## src/rtl/buffer_op_scheduler_if.sv

```systemverilog
// buffer_op_scheduler_if: requester/copy-unit signals shared by the scheduler and its environment.
interface buffer_op_scheduler_if #(
    parameter int NREQ  = 4,
    parameter int BUF_W = 3
);
    logic [NREQ-1:0]       req;
    logic [NREQ*BUF_W-1:0] req_src;
    logic [NREQ*BUF_W-1:0] req_dst;
    logic [NREQ-1:0]       grant;
    logic [NREQ-1:0]       done;
    logic                  done_err;
    logic                  start_op;
    logic [BUF_W-1:0]      op_src;
    logic [BUF_W-1:0]      op_dst;
    logic                  unit_working;
    logic                  err_sticky;
    logic                  err_clr;
    modport master (
        output req, req_src, req_dst, unit_working, err_clr,
        input  grant, done, done_err, start_op, op_src, op_dst, err_sticky
    );
    modport slave (
        input  req, req_src, req_dst, unit_working, err_clr,
        output grant, done, done_err, start_op, op_src, op_dst, err_sticky
    );
endinterface

```

## src/rtl/buffer_op_scheduler.sv

```systemverilog
// buffer_op_scheduler: round-robin arbiter that issues one buffer copy at a time and
// supervises the copy unit with an arm timeout and a run watchdog.
module buffer_op_scheduler #(
    parameter int NREQ    = 4,
    parameter int BUF_W   = 3,
    parameter int WD_W    = 12,
    parameter int ARM_MAX = 8
) (
    input  logic                   clk,
    input  logic                   rstn,
    buffer_op_scheduler_if.slave   bus
);
    localparam int IDW = NREQ > 1 ? $clog2(NREQ) : 1;
    localparam int AW  = $clog2(ARM_MAX + 1);
    typedef enum logic [2:0] {IDLE, ISSUE, ARM, RUN, DONE, ERR} state_t;
    state_t           state_q;
    logic [IDW-1:0]   id_q, lw_q, pick;
    logic             any;
    logic [AW-1:0]    arm_q;
    logic [WD_W-1:0]  wd_q;
    logic [NREQ-1:0]  grant_q, done_q;
    logic             done_err_q, start_q, err_q;
    logic [BUF_W-1:0] src_q, dst_q;
    // Scan downwards so the requester closest after last winner is the final assignment.
    always_comb begin
        pick = '0;
        any  = 1'b0;
        for (int k = NREQ; k >= 1; k--) begin
            if (bus.req[(int'(lw_q) + k) % NREQ]) begin
                pick = IDW'((int'(lw_q) + k) % NREQ);
                any  = 1'b1;
            end
        end
    end
    always_ff @(posedge clk or negedge rstn) begin
        if (!rstn) begin
            state_q    <= IDLE;
            id_q       <= '0;
            lw_q       <= IDW'(NREQ - 1);
            arm_q      <= '0;
            wd_q       <= '0;
            grant_q    <= '0;
            done_q     <= '0;
            done_err_q <= 1'b0;
            start_q    <= 1'b0;
            err_q      <= 1'b0;
            src_q      <= '0;
            dst_q      <= '0;
        end else begin
            start_q    <= 1'b0;
            done_q     <= '0;
            done_err_q <= 1'b0;
            if (bus.err_clr) err_q <= 1'b0;
            case (state_q)
                IDLE: if (any && !bus.unit_working) begin
                    id_q    <= pick;
                    src_q   <= bus.req_src[int'(pick)*BUF_W +: BUF_W];
                    dst_q   <= bus.req_dst[int'(pick)*BUF_W +: BUF_W];
                    grant_q <= {{(NREQ-1){1'b0}}, 1'b1} << pick;
                    start_q <= 1'b1;
                    arm_q   <= '0;
                    wd_q    <= '0;
                    state_q <= ISSUE;
                end
                ISSUE: state_q <= ARM;
                ARM: if (bus.unit_working) state_q <= RUN;
                else if (arm_q == AW'(ARM_MAX - 1)) begin
                    state_q    <= ERR;
                    done_q     <= grant_q;
                    done_err_q <= 1'b1;
                    err_q      <= 1'b1;
                end else arm_q <= arm_q + 1'b1;
                RUN: if (!bus.unit_working) begin
                    state_q <= DONE;
                    done_q  <= grant_q;
                end else if (wd_q == {WD_W{1'b1}} - 1'b1) begin
                    state_q    <= ERR;
                    done_q     <= grant_q;
                    done_err_q <= 1'b1;
                    err_q      <= 1'b1;
                end else wd_q <= wd_q + 1'b1;
                DONE, ERR: begin
                    lw_q    <= id_q;
                    grant_q <= '0;
                    state_q <= IDLE;
                end
                default: state_q <= IDLE;
            endcase
        end
    end
    assign bus.grant      = grant_q;
    assign bus.done       = done_q;
    assign bus.done_err   = done_err_q;
    assign bus.start_op   = start_q;
    assign bus.op_src     = src_q;
    assign bus.op_dst     = dst_q;
    assign bus.err_sticky = err_q;
endmodule

```

## src/flat_wrapper.sv

```systemverilog
// flat-port wrapper written by rule: the top's interface ports become plain ports
module buffer_op_scheduler_flat 
#(
    parameter int NREQ    = 4,
    parameter int BUF_W   = 3,
    parameter int WD_W    = 12,
    parameter int ARM_MAX = 8
)
  (clk, rstn, bus_req, bus_req_src, bus_req_dst, bus_unit_working, bus_err_clr, bus_grant, bus_done, bus_done_err, bus_start_op, bus_op_src, bus_op_dst, bus_err_sticky);
  buffer_op_scheduler_if #(.NREQ(NREQ), .BUF_W(BUF_W)) bus_i ();
  input  logic clk;
  input  logic rstn;
  input wire logic [$bits(bus_i.req)-1:0] bus_req;
  input wire logic [$bits(bus_i.req_src)-1:0] bus_req_src;
  input wire logic [$bits(bus_i.req_dst)-1:0] bus_req_dst;
  input wire logic [$bits(bus_i.unit_working)-1:0] bus_unit_working;
  input wire logic [$bits(bus_i.err_clr)-1:0] bus_err_clr;
  output wire logic [$bits(bus_i.grant)-1:0] bus_grant;
  output wire logic [$bits(bus_i.done)-1:0] bus_done;
  output wire logic [$bits(bus_i.done_err)-1:0] bus_done_err;
  output wire logic [$bits(bus_i.start_op)-1:0] bus_start_op;
  output wire logic [$bits(bus_i.op_src)-1:0] bus_op_src;
  output wire logic [$bits(bus_i.op_dst)-1:0] bus_op_dst;
  output wire logic [$bits(bus_i.err_sticky)-1:0] bus_err_sticky;
  assign bus_i.req = bus_req;
  assign bus_i.req_src = bus_req_src;
  assign bus_i.req_dst = bus_req_dst;
  assign bus_i.unit_working = bus_unit_working;
  assign bus_i.err_clr = bus_err_clr;
  assign bus_grant = bus_i.grant;
  assign bus_done = bus_i.done;
  assign bus_done_err = bus_i.done_err;
  assign bus_start_op = bus_i.start_op;
  assign bus_op_src = bus_i.op_src;
  assign bus_op_dst = bus_i.op_dst;
  assign bus_err_sticky = bus_i.err_sticky;
  buffer_op_scheduler #(.NREQ(NREQ), .BUF_W(BUF_W), .WD_W(WD_W), .ARM_MAX(ARM_MAX)) u_core (.clk(clk), .rstn(rstn), .bus(bus_i));
endmodule
```

## config.mk

```make
export PLATFORM = sky130hd
export DESIGN_NAME = buffer_op_scheduler_flat
export DESIGN_NICKNAME = d
export VERILOG_FILES = /design/src/rtl/buffer_op_scheduler_if.sv /design/src/rtl/buffer_op_scheduler.sv /design/src/flat_wrapper.sv
export SDC_FILE = /design/constraint.sdc
export NUM_CORES = 1
export LEC_CHECK = 0
export ABC_CLOCK_PERIOD_IN_PS = 1800
export BUFFER_PORTS_ARGS = -buffer_cell sky130_fd_sc_hd__buf_4
export CORE_MARGIN = 1
export CORE_UTILIZATION = 35
export CTS_CLUSTER_SIZE = 30
export DETAILED_ROUTE_END_ITERATION = 10
export GPL_TIMING_DRIVEN = 0
export SYNTH_ARGS = -nofsm -noshare
export SYNTH_HDL_FRONTEND = slang
export SYNTH_SLANG_ARGS = --single-unit
```

## constraint.sdc

```tcl
create_clock -name clk -period 1.8 [get_ports clk]
set_clock_uncertainty 0.15 [all_clocks]
set_input_delay 0.36 -clock clk [delete_from_list [all_inputs] [get_ports clk]]
set_output_delay 0.36 -clock clk [all_outputs]
set_load 0.05 [all_outputs]
```

Word-level counts from Yosys, hierarchy flattened --
Cells that the tools add are included.
Word-level totals: input port bits 32, output and inout bits 17, register bits after elaboration 40, word-level logic and storage cells 114
Operators by class: $mul 1, reductions and logical operators 16, $lt $le $gt $ge 4, equality and inequality tests 14, bitwise logic cells 4, add/subtract/negate cells 6, mux-type cells 54, shifts and indexed selects 3
Operator list (number):
- $shiftx 12x32->3 | 2
- $mux 12 | 3
- $mux 4 | 8
- $pmux 12 s2 | 1
- $pmux 4 s2 | 3
- $mux 1 | 23
- $lt 3x4->1 const B | 4
- $mux 3 | 5
- $add 12x1->12 const B | 1
- $eq 12x12->1 const B | 1
- $pmux 3 s4 | 1
- $reduce_or 2->1 | 5
- $bmux 1 s2 | 4
- $mux 2 | 4
- $ne 2x2->1 const B | 4
- $reduce_and 4->1 | 2
- $eq 3x2->1 const B | 2
- $eq 3x3->1 const B | 2
- $ne 3x2->1 const B | 2
- $reduce_bool 2->1 | 3
- $add 2x1->2 const B | 2
- $add 2x2->2 const B | 2
- $add 4x1->4 const B | 1
- $and 1x1->1 const A | 4
- 11 further kinds | 13

Longest topological paths before layout --
depth after elaboration 13, gate-level depth with buffers 8, depth with buffers taken out 7

Least setup slack after synthesis --
Ideal clock, no wire load.
path kind register to register, start point register u_core.lw_q[0], end point register u_core.src_q[0] (netlist: u_core.bus.op_src[0]), buffers on the path 1, arrival 1694 ps, setup slack -180 ps, clock period less this slack 1980 ps, cell stages (with the launch flop) 7, data required time 1514 ps, library setup time 136 ps, path through dfstp_2 nand2b_1 a21oi_2 or3_1 buf_6 a2111oi_2 a211oi_2
On the way: word-level cells in the longest chain between the ends 10, elaborated cells on any way between the ends 28, classes of those cells 4 x add/sub; 1 x mul; 1 x shift; 20 x mux; 2 x reduce/logical
Ends and longest elaborated chain:
- from (decl) | line buffer_op_scheduler.sv:17 | logic [IDW-1:0] id_q, lw_q, pick;
- from (signal assigned) | line buffer_op_scheduler.sv:39 | lw_q <= IDW'(NREQ - 1);
- from (signal assigned) | line buffer_op_scheduler.sv:83 | lw_q <= id_q;
- $add 2x1->2 | line buffer_op_scheduler.sv:29, buffer_op_scheduler.sv:30
- $bmux 1 s2 | line buffer_op_scheduler.sv:29 | if (bus.req[(int'(lw_q) + k) % NREQ]) begin
- $mux 1 (implied by the code) (2 in a row) | line buffer_op_scheduler.sv:29
- $mux 2 / $mux 1 (equally long branches) (4 in a row) | line buffer_op_scheduler.sv:29
- $mul 2x2->4 / $logic_and 1x1->1 (equally long branches) | line buffer_op_scheduler.sv:57, buffer_op_scheduler.sv:55
- $shiftx 12x32->3 / $reduce_and 2->1 (equally long branches)
- to (signal assigned) | line buffer_op_scheduler.sv:57 | src_q <= bus.req_src[int'(pick)*BUF_W +: BUF_W];
- to (decl) | line buffer_op_scheduler.sv:23 | logic [BUF_W-1:0] src_q, dst_q;
Parallel ways exist; a longest one is shown, timed or not. The select of a mux whose other input is x is not followed. A chain may end at the register's enable or synchronous reset.

Worst setup path in the final report --
start point register u_core.lw_q[0], end point register u_core.dst_q[1] (netlist: u_core.bus.op_dst[1])
On the way: word-level cells in the longest chain between the ends 10, elaborated cells on any way between the ends 28, classes of those cells 4 x add/sub; 1 x mul; 1 x shift; 20 x mux; 2 x reduce/logical
Ends and longest elaborated chain:
- $add 2x1->2 | line buffer_op_scheduler.sv:29, buffer_op_scheduler.sv:30
- $bmux 1 s2 | line buffer_op_scheduler.sv:29
- $mux 1 (implied by the code) (2 in a row) | line buffer_op_scheduler.sv:29
- $mux 2 / $mux 1 (equally long branches) (4 in a row) | line buffer_op_scheduler.sv:29
- $mul 2x2->4 / $logic_and 1x1->1 (equally long branches) | line buffer_op_scheduler.sv:58, buffer_op_scheduler.sv:55
- $shiftx 12x32->3 / $reduce_and 2->1 (equally long branches)
- to (signal assigned) | line buffer_op_scheduler.sv:58 | dst_q <= bus.req_dst[int'(pick)*BUF_W +: BUF_W];
- to (decl) | line buffer_op_scheduler.sv:23
Parallel ways exist; a longest one is shown, timed or not. The select of a mux whose other input is x is not followed.

==> results by group <==
Power
  • VDD IR max: 0.0008214 V
  • Combinational power share: 52.1%
  • Cell Int Power: 2286 uW
  • Power per Cell Area: 1289 nW/um2
  • Clock power share: 14.5%
  • Switching share of power: 44.02%
  • Pwr Total: slightly above 4000 uW
  • Flop pwr share: 33.4%
  • P_sw: 1798 uW
  • Leak Pwr: 0.001389 uW

Clock network
  • Clk slew on worst S/H paths: ~80 ps
  • Longest Clk Path Bufs: 2
  • CTS tree: built
  • CTS sink cnt: 40
  • H-tree Lvls: 2
  • Root Buffer: clkbuf_8
  • Worst-skew pair later-pin latency: 300 ps
  • CTS buffer count: 5

Global routing
  • Global route hottest layer: met2
  • GRT met1 Usage: 23.28%
  • GR Layer Usage met3: approximately 4.3%
  • Vias in the first global route: 1780
  • Largest net degree at the start of global routing: 41
  • Initial antenna violation count: 0
  • Total gr overflow: 0
  • First-pass GRT wire length: about 8600 um
  • Met2 GRT Util: 26.61%
  • Tot GR Track Use: ~17%

Critical path
  • Critical Path RT: 1830 ps
  • CP Data Arrival Time: ~2000 ps
  • Worst R2R Path Depth: 6
  • WS Path Type: reg2reg
  • R2r endpoint: u_core.bus.op_dst[1]
  • CP peak stage delay: roughly 550 ps
  • Crit-path cells: nand2b_4 -> a21oi_4 -> or3_1 -> buf_6 -> a2111oi_4 -> a211oi_2
  • Slowest-stage cell, CP: dfstp_2
  • Flop2flop setup slack: -140 ps
  • Reg-to-Reg Start: u_core.lw_q[0]
  • Setup crit start kind: flop
  • Crit end category: flop
  • Critical path peak fanout: 8

Cells and area
  • Area delta synth->final: 41.14%
  • Commonest cells after routing, fill and taps aside: buf_4 (60), dfrtp_1 (35), nand2_1 (31), nor2_1 (19), buf_6 (12)
  • # fillers: approximately 560
  • Nets: between 300 and 400
  • Inserted Diodes: 0
  • Sequential cell area: a little over 1000 um2
  • Area of the multi-input gates: 1325 um2
  • Share of layout cells above drive strength 1: 43.14%
  • Commonest non-fill, non-tap cell in the layout: buf_4

Timing
  • Fin worst setup slack: -139.7 ps
  • Final setup vio count: 9
  • Final hold vios: 0
  • Final worst path period share: 107.8%
  • Peak Freq: 0.5155 GHz
  • Fin. max-slew vios: 0
  • RSZ-0062 raised after global routing: true
  • WHS: 179.6 ps
  • Crit path time final: approximately 1900 ps
  • Slew headroom: 65.74%
  • Slew @ Worst Pin: 514.0 ps

Place
  • Final HPWL DP: 3770 um
  • RD Place Congestion: 0.7718
  • IO buf count: 48

Synthesis
  • Post-synth ARST share: 100.0%
  • Cell taking the most area after synthesis: dfrtp_1
  • Post-synthesis sequential area ratio: 44.70%
  • Number of synthesized register bits: 40
  • Dominant synthesized flop cell: dfrtp_1
  • Post-synth cell types: 48
  • Synth warn: 0
  • Syn Std Cell Area: around 2200 um2
  • Post-synth EDFFs: 0
  • Share of the synthesized area in the top cell type: 42.36%
  • Post-Synthesis Net Count: 259
  • Post-Syn Area per Cell: 10.02 um2
  • Gate Count Post-Synth: ~220
  • Top post-synthesis cells by area: dfrtp_1 (42%), a2111oi_4 (6.1%), nand2_1 (5.5%), mux2i_1 (4.0%), a211oi_2 (3.3%)

Floorplanning
  • Die W: 82.09 um
  • Site Rows: 28
  • Die area: 6738 um2
  • Initial core utilization: 37.04%
  • Die Height: 82.09 um
  • Ports: 49
  • Core area: 6061 um2

Detailed routing
  • DRT iter0 DRCs: 53
  • Via density: 5.249
  • Final wirelength: 5630 um
  • DRT Pass-1 Iters: 4
  • Antenna-violating nets left: 0
  • Via Count: 1963
  • Routed wire per std cell: 15.05 um
  • Number of remaining DRC errors: 0

Run
  • Max-cap violations: 0

Min path
  • Worst Hold Depth: 3
  • Hold Crit Start: bus_err_clr
  • Hold Path Sink: u_core.bus.err_sticky
  • Path type of the worst min-delay path: in2reg

Outcome
  • Failing checks: negative setup slack
  • Status: finished with violations
==> stage by stage <==
stage	instance area, um2	util, %	setup TNS [ps]	worst slack, ps	instances
2_1_floorplan	2286	-	-509.1	-86.62	224
3_3_place_gp	2740	45.21	-5635	-274.8	347
3_5_place_dp	2740	45.21	-6085	-306.4	347
4_1_cts	2972	49.03	-1144	-179.0	367
5_1_grt	3168	52.27	-2212	-209.1	374
6_report	3168	52.27	-906.1	-139.7	374
==> synthesized netlist by cell type, types with 3 or more instances <==
library cell	number
dfrtp_1	38
buf_2	4
o21ai_0	4
clkbuf_1	3
a211oi_2	6
a21oi_1	8
o31ai_1	4
ha_1	3
xnor2_1	5
nor3_1	15
o211ai_1	3
nand3_1	11
nand4_1	3
nand2_1	33
nand2b_1	3
a2111oi_4	5
and2_1	5
nor2_1	20
o21ai_1	4
and3_1	3
inv_1	3
mux2i_1	9
==> worst max-delay path: cells and delay by family (launching register included) <==
kind            cells  cell delay, ps
flops               1             550
compound gates      3             460
buf+inv             1             170
simple gates        2             490
==> worst max path at each step <==
stage / start / cells after the start / endpoint
2_1_floorplan: u_core.lw_q[0] / 6 / u_core.bus.grant[2]
3_3_place_gp: bus_req[1] / 7 / u_core.bus.op_dst[1]
3_5_place_dp: u_core.wd_q[4] / 6 / u_core.wd_q[11]
4_1_cts: u_core.lw_q[0] / 6 / u_core.bus.op_dst[2]
5_1_grt: u_core.lw_q[1] / 5 / u_core.bus.op_src[1]
6_report: u_core.lw_q[0] / 6 / u_core.bus.op_dst[1]
==> power groups by stage <==
| stage | logic (uW) | clock network, uW | registers [uW] |
|---|---|---|---|
| 2_1_floorplan | 919 | 0 | 1720 |
| 3_3_place_gp | 1730 | 0 | 1380 |
| 3_5_place_dp | 1760 | 0 | 1370 |
| 4_1_cts | 1950 | 610 | 1350 |
| 5_1_grt | 2290 | 652 | 1400 |
| 6_report | 2130 | 594 | 1360 |
==> flip-flops by register name (all words and copies together) (netlist names), 2 cells and up <==
signal	cells
u_core.arm_q	4
u_core.bus.done	4
u_core.bus.grant	4
u_core.bus.op_dst	3
u_core.bus.op_src	3
u_core.id_q	2
u_core.lw_q	2
u_core.state_q	3
u_core.wd_q	12
==> repair_timing <==
action                     CTS  global route
buffers inserted            12             9
cloned                       0             0
setup endpoints to repair   30            30
hold buffers                 1             0
pin swaps                   10            17
resized for setup           11            36
hold endpoints to repair    38             0
==> layout make-up <==
class | instances | share of cell area [%]
Buffer | 8 | 2.646
Multi-Input combinational cell | 170 | 41.82
Sequential cell | 40 | 31.79
Clock buffer | 7 | 2.409
Clock inverter | 1 | 0.1580
Timing Repair Buffer | 69 | 17.65
Tap cell | 75 | 2.962
Inverter | 4 | 0.5529
==> metal layers <==
| metal | vias up | share of wire [%] | routed length [um] |
|---|---|---|---|
| li1 | 958 | - | - |
| met1 | 956 | 46 | 2594 |
| met2 | 42 | 49 | 2760 |
| met3 | 7 | 3.3 | 184 |
| met4 | 0 | 1.6 | 90 |
| met5 | - | 0 | 0 |
==> logic make-up (layout without fill, tap and decap cells) <==
group | count (synthesis) | count (layout) | synth area share [%]
simple gates | 106 | 106 | 23.63
compound gates | 47 | 47 | 20.79
flops | 40 | 40 | 44.70
buf+inv | 14 | 89 | 3.233
mux | 9 | 9 | 4.014
xor+xnor | 5 | 5 | 1.951
fa+ha+maj | 3 | 3 | 1.672
No activity file was read; power rests on OpenSTA's default activity.
